==> src/rtl/pc_ctrl_pkg.sv <==
// Shared definitions for the PC sequencer: FSM state encoding, default fetch
// stride and the word-alignment helper applied to redirect targets.
package pc_ctrl_pkg;

  typedef enum logic [1:0] {
    BOOT,
    FETCH,
    WAIT,
    REDIRECT
  } pc_state_e;

  localparam int unsigned INSTR_BYTES_DEFAULT = 4;
  localparam logic [31:0] ALIGN_MASK          = 32'hFFFF_FFFC;

  function automatic logic [31:0] align_word(input logic [31:0] addr);
    return addr & ALIGN_MASK;
  endfunction

endpackage

==> src/rtl/pc_wait_timer.sv <==
// Fetch-wait watchdog: counts stalled fetch cycles and emits a one-cycle
// registered expiry pulse each time the count reaches MAX_WAIT.
module pc_wait_timer #(
  parameter int unsigned MAX_WAIT = 15
) (
  input  logic clk,
  input  logic rst,
  input  logic clear_i,
  input  logic inc_i,
  output logic expire_o
);

  logic [7:0] count_q;
  logic       expire_q;

  // The count that would reach MAX_WAIT is replaced by the pulse and a restart.
  always_ff @(posedge clk or posedge rst) begin
    if (rst) begin
      count_q  <= '0;
      expire_q <= 1'b0;
    end else begin
      expire_q <= 1'b0;
      if (clear_i) begin
        count_q <= '0;
      end else if (inc_i) begin
        if (count_q == 8'(MAX_WAIT - 1)) begin
          count_q  <= '0;
          expire_q <= 1'b1;
        end else begin
          count_q <= count_q + 8'd1;
        end
      end
    end
  end

  assign expire_o = expire_q;

endmodule

==> src/rtl/pc_sequencer.sv <==
// Next-PC selection and IF/ID/EX hazard control for the fetch stage.
// Optional fetch-wait timeout is built when PC_SEQ_TIMEOUT_EN is defined.
module pc_sequencer
  import pc_ctrl_pkg::*;
#(
  parameter logic [31:0] RESET_VECTOR = 32'h0000_0000,
  parameter int unsigned INSTR_BYTES  = INSTR_BYTES_DEFAULT,
  parameter int unsigned MAX_WAIT     = 15
) (
  input  logic        clk,
  input  logic        rst,
  input  logic [31:0] pc_in,
  input  logic        if_ack,
  input  logic        load_use_hazard,
  input  logic        ex_redirect,
  input  logic [31:0] ex_target,
  output logic        if_req,
  output logic        PCWrite,
  output logic [31:0] PC_next,
  output logic        stall_ifid,
  output logic        flush_ifid,
  output logic        flush_idex,
  output logic        fetch_timeout
);

  if (MAX_WAIT == 0 || MAX_WAIT > 255) begin : g_bad_max_wait
    $error("pc_sequencer: MAX_WAIT must be within 1..255");
  end

  pc_state_e   state_q;
  logic        pend_q;
  logic [31:0] pend_tgt_q;
  logic        if_req_q;
  logic        stall_q;
  logic        flush_ifid_q;
  logic        flush_idex_q;

  logic        fetching;
  logic        apply_redirect;
  logic        hazard_hold;
  logic        advance;
  logic [31:0] redirect_tgt;

  // NOTE: every combinational output gets a default first so no path infers a latch.
  always_comb begin
    fetching       = (state_q == FETCH) || (state_q == WAIT);
    apply_redirect = fetching && if_ack && (ex_redirect || pend_q);
    hazard_hold    = fetching && !apply_redirect && load_use_hazard;
    advance        = fetching && if_ack && !ex_redirect && !pend_q && !load_use_hazard;
    redirect_tgt   = ex_redirect ? align_word(ex_target) : pend_tgt_q;
  end

  always_comb begin
    PCWrite = 1'b0;
    PC_next = pc_in;
    if (state_q == BOOT) begin
      PCWrite = 1'b1;
      PC_next = RESET_VECTOR;
    end else if (apply_redirect) begin
      PCWrite = 1'b1;
      PC_next = redirect_tgt;
    end else if (advance) begin
      PCWrite = 1'b1;
      PC_next = pc_in + 32'(INSTR_BYTES);
    end
  end

  // Control outputs are registered: they reflect the decision taken in the
  // previous cycle, so the redirect flushes are visible during REDIRECT.
  // NOTE: sequential state uses non-blocking assignments only.
  always_ff @(posedge clk or posedge rst) begin
    if (rst) begin
      state_q      <= BOOT;
      pend_q       <= 1'b0;
      pend_tgt_q   <= '0;
      if_req_q     <= 1'b0;
      stall_q      <= 1'b0;
      flush_ifid_q <= 1'b0;
      flush_idex_q <= 1'b0;
    end else begin
      if_req_q     <= 1'b1;
      stall_q      <= fetching && !apply_redirect && (!if_ack || load_use_hazard);
      flush_ifid_q <= apply_redirect;
      flush_idex_q <= apply_redirect || hazard_hold;

      case (state_q)
        BOOT, REDIRECT: state_q <= FETCH;
        default: begin
          if (apply_redirect) state_q <= REDIRECT;
          else if (if_ack)    state_q <= FETCH;
          else                state_q <= WAIT;
        end
      endcase

      // A redirect that cannot be taken yet is parked; a newer one overwrites it.
      if (apply_redirect) begin
        pend_q <= 1'b0;
      end else if (ex_redirect && state_q != BOOT) begin
        pend_q     <= 1'b1;
        pend_tgt_q <= align_word(ex_target);
      end
    end
  end

  assign if_req     = if_req_q;
  assign stall_ifid = stall_q;
  assign flush_ifid = flush_ifid_q;
  assign flush_idex = flush_idex_q;

`ifdef PC_SEQ_TIMEOUT_EN
  logic timer_clear;
  logic timer_inc;

  assign timer_clear = (state_q != WAIT);
  assign timer_inc   = (state_q == WAIT) && !if_ack;

  pc_wait_timer #(
    .MAX_WAIT (MAX_WAIT)
  ) u_wait_timer (
    .clk      (clk),
    .rst      (rst),
    .clear_i  (timer_clear),
    .inc_i    (timer_inc),
    .expire_o (fetch_timeout)
  );
`else
  assign fetch_timeout = 1'b0;
`endif

endmodule

==> config.mk <==
export PLATFORM = sky130hd
export DESIGN_NAME = pc_sequencer
export DESIGN_NICKNAME = d
export VERILOG_FILES = /design/src/rtl/pc_ctrl_pkg.sv /design/src/rtl/pc_wait_timer.sv /design/src/rtl/pc_sequencer.sv
export SDC_FILE = /design/constraint.sdc
export NUM_CORES = 1
export LEC_CHECK = 0
export CELL_PAD_IN_SITES_DETAIL_PLACEMENT = 0
export CELL_PAD_IN_SITES_GLOBAL_PLACEMENT = 2
export CORE_UTILIZATION = 41
export CTS_BUF_LIST = sky130_fd_sc_hd__clkbuf_8
export DETAILED_ROUTE_END_ITERATION = 7
export DONT_BUFFER_PORTS = 1
export PLACE_DENSITY_LB_ADDON = 0.15
export RECOVER_POWER = 25
export SYNTH_ARGS = -nofsm -noshare
export SYNTH_HDL_FRONTEND = slang
export SYNTH_SLANG_ARGS = --single-unit
==> constraint.sdc <==
create_clock -name clk -period 5.7 [get_ports clk]
set_clock_uncertainty 0.2 [all_clocks]
set_input_delay 0.57 -clock clk [delete_from_list [all_inputs] [get_ports clk]]
set_output_delay 0.57 -clock clk [all_outputs]
set_load 0.1 [all_outputs]
== Word-level counts from Yosys, hierarchy flattened ==
Cells that the tools add are included.
W data, S select, Z words.
Storage, ports and cells
  bits in registers: 37
  bits of input ports: 69
  output and inout bits: 38
  word-level logic and storage cells: 47
Operators by class
  add/subtract/negate cells: 1
  eq/ne operators: 3
  muxes and demuxes: 12
  bitwise logic cells: 1
  reductions and logical operators: 23
Operators by type and width (number)
  $mux W32: 4
  $add A32 B3 Y32 const B: 1
  $logic_and A1 B1 Y1: 9
  $mux W2: 3
  $logic_not A1 Y1: 5
  $mux W1: 5
  $eq A2 B2 Y1 const B: 2
  $logic_or A1 B1 Y1: 4
  $reduce_bool A2 Y1: 2
  $eq A2 B1 Y1 const B: 1
  $logic_not A2 Y1: 1
  $reduce_and A2 Y1: 1
  $reduce_or A2 Y1: 1
  $not A1 Y1: 1

== Logic depth before layout (Yosys ltp) ==
Gate-level depths: netlist of run 1.
  depth after elaboration: 9
  gate-level depth with buffers: 8
  mapped depth without buffers: 8

== Worst setup path before layout of run 1 ==
No wires, ideal clock.
  path kind: input-to-output
  from: input port ex_redirect
  to: output port PC_next[21]
  arrival: 4.205 ns
  data required time: 4.930 ns
  setup slack: 0.725 ns
  cell stages on the path: 7
  buffers on the path: 2
  path through: buf_6 > or3b_1 > buf_6 > nor4_4 > nand4_1 > xor2_1 > a211oi_1
Between the ends
  word-level cells in the longest chain between the ends: 7
  elaborated cells on any way between the ends: 10
  classes of those cells: mux (4); reduce/logical (6)
Ends and longest elaborated chain
  start, declared: line pc_sequencer.sv:15  | input logic ex_redirect,
  $logic_not A1 Y1: line pc_sequencer.sv:49  | advance = fetching && if_ack && !ex_redirect && !pend_q && !load_use_hazard;
  $logic_and A1 B1 Y1 (3 in a row): line pc_sequencer.sv:49
  $mux W32: line pc_sequencer.sv:62  | end else if (advance) begin
  $mux W32 (*): line pc_sequencer.sv:59  | end else if (apply_redirect) begin
  $mux W32 (*): line pc_sequencer.sv:56  | if (state_q == BOOT) begin
  end, declared: line pc_sequencer.sv:19  | output logic [31:0] PC_next,
Mark *: on every way between the ends. The rest lies on a longest branch, timed or not.

== Final worst setup path of run 1 ==
  from: register state_q[0]
  to: output port PC_next[24]
Between the ends
  word-level cells in the longest chain between the ends: 9
  elaborated cells on any way between the ends: 12
  classes of those cells: eq/ne (2); mux (3); reduce/logical (7)
Ends and longest elaborated chain
  start, declared: line pc_sequencer.sv:30  | pc_state_e state_q;
  start signal, assigned: line pc_sequencer.sv:73  | state_q <= BOOT;
  start signal, assigned: line pc_sequencer.sv:87  | BOOT, REDIRECT: state_q <= FETCH;
  start signal, assigned: line pc_sequencer.sv:89  | if (apply_redirect) state_q <= REDIRECT;
  $eq A2 B1 Y1 or $eq A2 B2 Y1 (tied branches): line pc_sequencer.sv:46  | fetching = (state_q == FETCH) || (state_q == WAIT);
  $logic_or A1 B1 Y1: line pc_sequencer.sv:46
  $logic_and A1 B1 Y1: line pc_sequencer.sv:47, pc_sequencer.sv:49
  $logic_and A1 B1 Y1 (3 in a row): line pc_sequencer.sv:49
  $mux W32: line pc_sequencer.sv:62
  $mux W32: line pc_sequencer.sv:59
  $mux W32 (*): line pc_sequencer.sv:56
Marked as above.

==> impl_metrics.py, run 1 <==
metrics = {
    "logic_synthesis": {
        "synth_top_family_by_area": "simple AND/OR/NAND/NOR gates",
        "syn-num-nets": 363,
        "yosys-top-cells-count": "43 x a211oi_1, 37 x dfrtp_1, 32 x mux2_2, 21 x nor2b_1, 20 x nand2_1",
        "synthArstFlopShare": 1.00,
        "synth_top_area_cell": "dfrtp_1",
        "synth_compound_area_frac": 0.146,
        "ys_warn_count": 0,
        "synth.mux.area_fraction": 0.174,
        "synth_cell_types": 44,
        "synthAdderAreaFrac": 0.00898,
        "synth_top_area_share": 0.332,
        "ys_seq_area_frac": 0.332,
        "synthFlopType": "dfrtp_1",
        "yosysMostFrequentCell": "a211oi_1",
        "syn-instance-count": 292,
        "avgSynthCellArea_sq_um": 9.54,
        "synth-edff-count": 0,
        "synth_area_sq_um": 2790,
        "synth-xor-area-share": 0.0817,
        "synth_area_leaders": "dfrtp_1 33%, mux2_2 13%, a211oi_1 12%",
        "yosys_register_bits": 37,
        "synth-simple-area-share": 0.216,
    },
    "floorplanning": {
        "coreArea_sq_um": 6460,
        "start_util": 0.431,
        "die_width_um": 84.4,
        "num_io_pins": 107,
        "fp.dieH_um": 84.4,
        "rows": 29,
        "die_area_sq_um": 7130,
    },
    "timing": {
        "rsz0062_at_grt": "no",
        "slew_headroom": 0.197,
        "fin_crit_sh": 0.748,
        "fin_tns_setup_ns": 0,
        "fmax_ghz": 0.235,
        "hold_violations": 0,
        "slew_violations": 0,
        "setup_violations": 0,
        "max_slew.worst_pin.slew_ns": 1.21,
        "finalCriticalPeriod_ns": 4.26,
    },
    "setup_path": {
        "cp_max_fo": 32,
        "cp-startpoint": "state_q[0]$_DFF_PP0_",
        "slowest_stage": "a211oi_4",
        "cp.arrival_ns": 3.49,
        "worst_path_largest_cell_delay_ns": 0.91,
        "worstPathCellList": "inv_1 > ha_1 > nand2_1 > or2_2 > buf_4 > a211oi_1 > a211oi_4",
        "cp-end-kind": "output pin",
        "start_kind": "register",
        "worst_ep_required_time_ns": 4.93,
        "worstReg2RegStart": "state_q[0]$_DFF_PP0_",
        "crit_type": "reg2out",
    },
    "clock_tree": {
        "cts_buffers": 5,
        "clock_latency_ns": 0.28,
        "cts-root-buf": "clkbuf_8",
        "htree_levels": 2,
        "clock_path_buffers": 2,
        "path_clk_slew_ns": 0.08,
        "cts_resized": 0,
        "cts_post_setup_buffers_inserted": 0,
        "cts.sinks": 37,
        "cts_tree": "built",
        "ctsHoldBuffers": 0,
    },
    "drt": {
        "post_drt_wl_per_cell_um": 19.8,
        "initialDrtViolationCount": 87,
        "wl_um": 7160,
        "drc": 5,
        "postRouteAntennaNets": 0,
        "dr.pass1.iters": 6,
        "vias": 2149,
        "routed_via_density": 5.94,
    },
    "cells_and_area": {
        "diodes": 0,
        "drive_gt1_frac": 0.284,
        "nets": 355,
        "area.growth.synth_to_final_pct": 15.7,
    },
    "global_route": {
        "antenna_found_initial": 0,
        "grt_pass1_vias": 2187,
        "grt_max_degree": 54,
        "grt_use_total": 0.209,
        "grt_pass1_wl_um": 11500,
        "gr-total-overflow": 0,
    },
    "hold_path": {
        "holdCritPathClass": "in2async",
    },
    "placement": {
        "port_buffers": 0,
        "gp_congestion": 0.732,
        "dp_hpwl_um": 5280,
    },
    "outcome": {
        "violations": "DRC",
        "status": "finished, violations left",
    },
    "run": {
        "cap_viol_max_count": 0,
    },
}
-- cells in the final DEF (no fill, tap or decap), types with 8 or more instances in the layout --
cell type   n
nand3_1     8
mux2_2     32
nor2_1     14
dfrtp_1    37
xnor2_1     8
a211oi_4   22
xor2_1     18
mux2i_1     8
nand2_1    20
nor2b_1    21
a211oi_1   21
nand4_1    11
-- final timing paths --
kind	to	slack [ns]	cells after the start
hold reg to reg	pend_tgt_q[25]$_DFFE_PP0P_	0.30	1
hold / removal	pend_tgt_q[17]$_DFFE_PP0P_	0.09	1
max in group asynchronous	pend_tgt_q[30]$_DFFE_PP0P_	3.70	2
min in group clk	stall_ifid$_DFF_PP0_	0.16	1
setup reg to reg	pend_tgt_q[7]$_DFFE_PP0P_	2.60	6
setup / recovery	PC_next[24]	1.44	7
-- metrics by stage --
| step | area, sq um | utilization | cells | hold slack, ns | setup WS (ns) |
|---|---|---|---|---|---|
| global placement | 3130 | 0.485 | 354 | 0.278 | 1.77 |
| finish | 3220 | 0.499 | 362 | 0.0916 | 1.44 |
| CTS | 3230 | 0.500 | 362 | 0.118 | 1.43 |
| detailed placement | 3130 | 0.485 | 354 | 0.285 | 1.76 |
| floorplan | 2790 | - | 292 | 0.271 | 0.725 |
| global route | 3220 | 0.499 | 362 | 0.156 | 1.24 |
-- flip-flops by register name, summed over array words and instances (netlist names) --
signal / flops
stall_ifid: 1
flush_ifid: 1
pend_tgt_q: 30
pend_q: 1
if_req: 1
flush_idex: 1
state_q: 2
-- cell type report --
| type | count | area, sq um |
|---|---|---|
| Multi-Input combinational cell | 232 | 2060 |
| Tap cell | 77 | 96.3 |
| Sequential cell | 37 | 926 |
| Fill cell | 623 | 3230 |
| Inverter | 4 | 15.0 |
| Clock buffer | 7 | 96.3 |
| Timing Repair Buffer | 4 | 26.3 |
| Clock inverter | 1 | 5.00 |
-- logic make-up after synthesis --
logic type               Yosys count
flip-flops                        37
buffers and inverters             23
XOR/XNOR                          26
multiplexers                      44
adder cells (fa/ha/maj)            2
other                              2
AO/OA/AOI/OAI                     56
AND/OR/NAND/NOR                  102
-- worst max-delay path: cells and delay by family, from the launching register on --
kind            cells  cell delay, ns
compound gates      2            1.05
fa+ha+maj           1            0.38
flops               1            0.32
simple gates        2            0.97
buf+inv             2            0.49
-- layer usage --
metal	track usage	part of all wire
met5	0	0
met4	0.0462	0.0046
met3	0.0688	0.071
met2	0.344	0.50
met1	0.268	0.43
Power of run 1 is not shown: default switching activity piles up to over one toggle a cycle in this logic, so the estimate is an artifact.
==> run 2: changes to the inputs <==
--- a/config.mk
+++ b/config.mk
@@ -5,9 +5,10 @@
 export SDC_FILE = /design/constraint.sdc
 export NUM_CORES = 1
 export LEC_CHECK = 0
+export ABC_AREA = 1
 export CELL_PAD_IN_SITES_DETAIL_PLACEMENT = 0
 export CELL_PAD_IN_SITES_GLOBAL_PLACEMENT = 2
-export CORE_UTILIZATION = 41
+export CORE_UTILIZATION = 30
 export CTS_BUF_LIST = sky130_fd_sc_hd__clkbuf_8
 export DETAILED_ROUTE_END_ITERATION = 7
 export DONT_BUFFER_PORTS = 1
==> constraint.sdc (replaced) <==
create_clock -name clk -period 3.45 [get_ports clk]
set_clock_uncertainty 0.2 [all_clocks]
set_input_delay 0.345 -clock clk [delete_from_list [all_inputs] [get_ports clk]]
set_output_delay 0.345 -clock clk [all_outputs]
set_load 0.1 [all_outputs]
==> run 2 against run 1 <==
The flow finishes with violations (capacitance limit, slew limit). Wire length rose by 46%. Final cell count is 88% higher. Setup slack lost 1.1 ns. Flip-flop and latch count unchanged. Critical path depth is 1 higher. Area after synthesis grew 12%. Die area is 52% higher. First-iteration DRC count up 85%. Design area is 25% higher. Critical path type unchanged. Count of clock-buffer cells in the layout fell by 2.
==> impl_metrics.py, run 2 <==
metrics = {
    "drt": {
        "drc": 0,
        "post_drt_wl_per_cell_um": 15.3,
        "initialDrtViolationCount": 161,
        "routed_via_density": 4.84,
        "dr.pass1.iters": 5,
        "postRouteAntennaNets": 0,
        "vias": 3302,
        "wl_um": 10400,
    },
    "outcome": {
        "status": "finished, violations left",
        "violations": "capacitance limit, slew limit",
    },
    "timing": {
        "hold_violations": 0,
        "fin_crit_sh": 0.896,
        "slew_violations": 38,
        "slew_headroom": -0.393,
        "fmax_ghz": 0.323,
        "finalCriticalPeriod_ns": 3.09,
        "rsz0062_at_grt": "no",
        "fin_tns_setup_ns": 0,
        "setup_ws_ns": 0.358,
        "max_slew.worst_pin.slew_ns": 2.09,
        "setup_violations": 0,
    },
    "cells_and_area": {
        "final_common_cell": "nand2_1",
        "multi_input_area_sq_um": 1800,
        "largest_reg_flops": 30,
        "top_register": "pend_tgt_q",
        "diodes": 0,
        "area.growth.synth_to_final_pct": 28.6,
        "nets": 619,
        "layout_common_cells": "130 x nand2_1, 81 x inv_1, 51 x o21ai_0",
        "reg.largest.list": "pend_tgt_q x30, state_q x2",
        "drive_gt1_frac": 0.148,
        "fill_cells": 1095,
        "regArea_sq_um": 926,
    },
    "logic_synthesis": {
        "synth_area_leaders": "dfrtp_1 30%, nand2_1 16%, inv_1 9.7%",
        "avgSynthCellArea_sq_um": 6.14,
        "synthArstFlopShare": 1.00,
        "yosys-top-cells-count": "130 x nand2_1, 81 x inv_1, 51 x o21ai_0, 46 x nor2_1, 37 x dfrtp_1",
        "synth-edff-count": 0,
        "synth_cell_types": 32,
        "ys_warn_count": 0,
        "synth_top_area_share": 0.296,
        "ys_seq_area_frac": 0.296,
        "syn-instance-count": 509,
        "synth_top_area_cell": "dfrtp_1",
        "yosys_register_bits": 37,
        "yosysMostFrequentCell": "nand2_1",
        "synthFlopType": "dfrtp_1",
        "syn-num-nets": 580,
        "synth_area_sq_um": 3130,
    },
    "floorplanning": {
        "die_area_sq_um": 10800,
        "rows": 36,
        "fp.dieH_um": 104,
        "start_util": 0.314,
        "die_width_um": 104,
        "coreArea_sq_um": 9950,
        "num_io_pins": 107,
    },
    "global_route": {
        "grt_pass1_vias": 3104,
        "grt_use_total": 0.198,
        "gr-total-overflow": 0,
        "grt_max_degree": 42,
        "grt_pass1_wl_um": 16800,
        "antenna_found_initial": 0,
    },
    "clock_tree": {
        "cts_resized": 0,
        "cts_buffers": 5,
        "cts-root-buf": "clkbuf_8",
        "clock_path_buffers": 2,
        "cts.sinks": 37,
        "cts_tree": "built",
        "path_clk_slew_ns": 0.09,
        "clock_latency_ns": 0.29,
        "cts_post_setup_buffers_inserted": 0,
        "htree_levels": 2,
        "ctsHoldBuffers": 15,
    },
    "setup_path": {
        "crit_type": "reg2out",
        "worst_path_largest_cell_delay_ns": 0.47,
        "start_kind": "register",
        "worst_ep_required_time_ns": 2.90,
        "cp_max_fo": 29,
        "worstPathCellList": "inv_1 > ha_1 > nand2_2 > nor2_2 > inv_2 > o21ai_0 > a21oi_2 > buf_12",
        "cp.arrival_ns": 2.55,
        "slowest_stage": "o21ai_0",
        "cp-end-kind": "output pin",
    },
    "pwr": {
        "peakVddDrop_v": 0.000712,
        "leakagePower_nw": 1.98,
        "p_per_area_nw_per_um2": 1120,
    },
    "placement": {
        "post-place-ws_ns": 0.686,
        "dp_hpwl_um": 7930,
        "gp_congestion": 0.818,
        "port_buffers": 0,
    },
    "run": {
        "cap_viol_max_count": 1,
    },
    "hold_path": {
        "holdCritPathClass": "in2reg",
    },
}
run 2: cell count changes after synthesis, moves of 24 or more:
cell      previous run  this run
nand2_1             20       130
o21ai_0              0        51
a211oi_1            43         0
nor2_1              14        46
inv_1                3        81
mux2_2              32         8
run 2: path summary, 6_finish.rpt:
kind                                            startpoint                          to  slack, ns  cells after the start
worst max register to register        state_q[0]$_DFF_PP0_  pend_tgt_q[26]$_DFFE_PP0P_       1.21                      7
max in group asynchronous                              rst  pend_tgt_q[14]$_DFFE_PP0P_       0.80                      3
worst min-delay path                         ex_target[19]  pend_tgt_q[19]$_DFFE_PP0P_       0.01                      2
worst min register to register  pend_tgt_q[21]$_DFFE_PP0P_  pend_tgt_q[21]$_DFFE_PP0P_       0.28                      2
min in group asynchronous                              rst            if_req$_DFF_PP0_       1.05                      3
worst max-delay path                  state_q[1]$_DFF_PP0_                  PC_next[6]       0.36                      8
run 2: cells by family after synthesis:
| kind of cell | Yosys count | share of synthesized area |
|---|---|---|
| buffers and inverters | 107 | 0.134 |
| AO/OA/AOI/OAI | 106 | 0.175 |
| other | 2 | 0.00240 |
| AND/OR/NAND/NOR | 240 | 0.333 |
| adder cells (fa/ha/maj) | 2 | 0.00800 |
| flip-flops | 37 | 0.296 |
| XOR/XNOR | 3 | 0.00840 |
| multiplexers | 12 | 0.0432 |
run 2: cell type report:
cell class                 instances  area share
clock inverter                     3     0.00529
clock buffer                       5      0.0171
timing repair buffer              54       0.178
sequential                        37       0.230
tap                              133      0.0414
multi-input combinational        365       0.448
inverter                          85      0.0793
run 2: report_power, final:
group	switching, mW	leakage (nW)	internal, mW	total [mW]
clock network	0.180	0.0445	0.144	0.323
logic	2.33	1.49	0.977	3.31
registers	0.224	0.443	0.639	0.863
total	2.73	1.98	1.76	4.49
run 2: critical path: cells and delay by family, from the launching register on:
family,cells,cell delay (ns)
fa+ha+maj,1,0.29
compound gates,2,0.56
flops,1,0.33
simple gates,2,0.47
buf+inv,3,0.59
run 2: routing by layer:
metal | GRT usage | share of wire
met2 | 0.305 | 0.44
met3 | 0.0432 | 0.058
met5 | 0 | 0
met4 | 0.0439 | 0.0083
met1 | 0.281 | 0.49
run 2: through the flow:
stage	total power, mW	instance area (sq um)	utilization	instances	hold WS [ns]
2_1_floorplan	3.16	3130	-	509	0.234
3_3_place_gp	4.17	3770	0.379	658	0.192
3_5_place_dp	4.18	3770	0.379	658	0.195
4_1_cts	4.52	4020	0.403	681	0.000844
5_1_grt	4.72	4020	0.404	682	0.0248
6_report	4.49	4020	0.404	682	0.0105
Note: power is estimated with default switching activity, not from simulation.
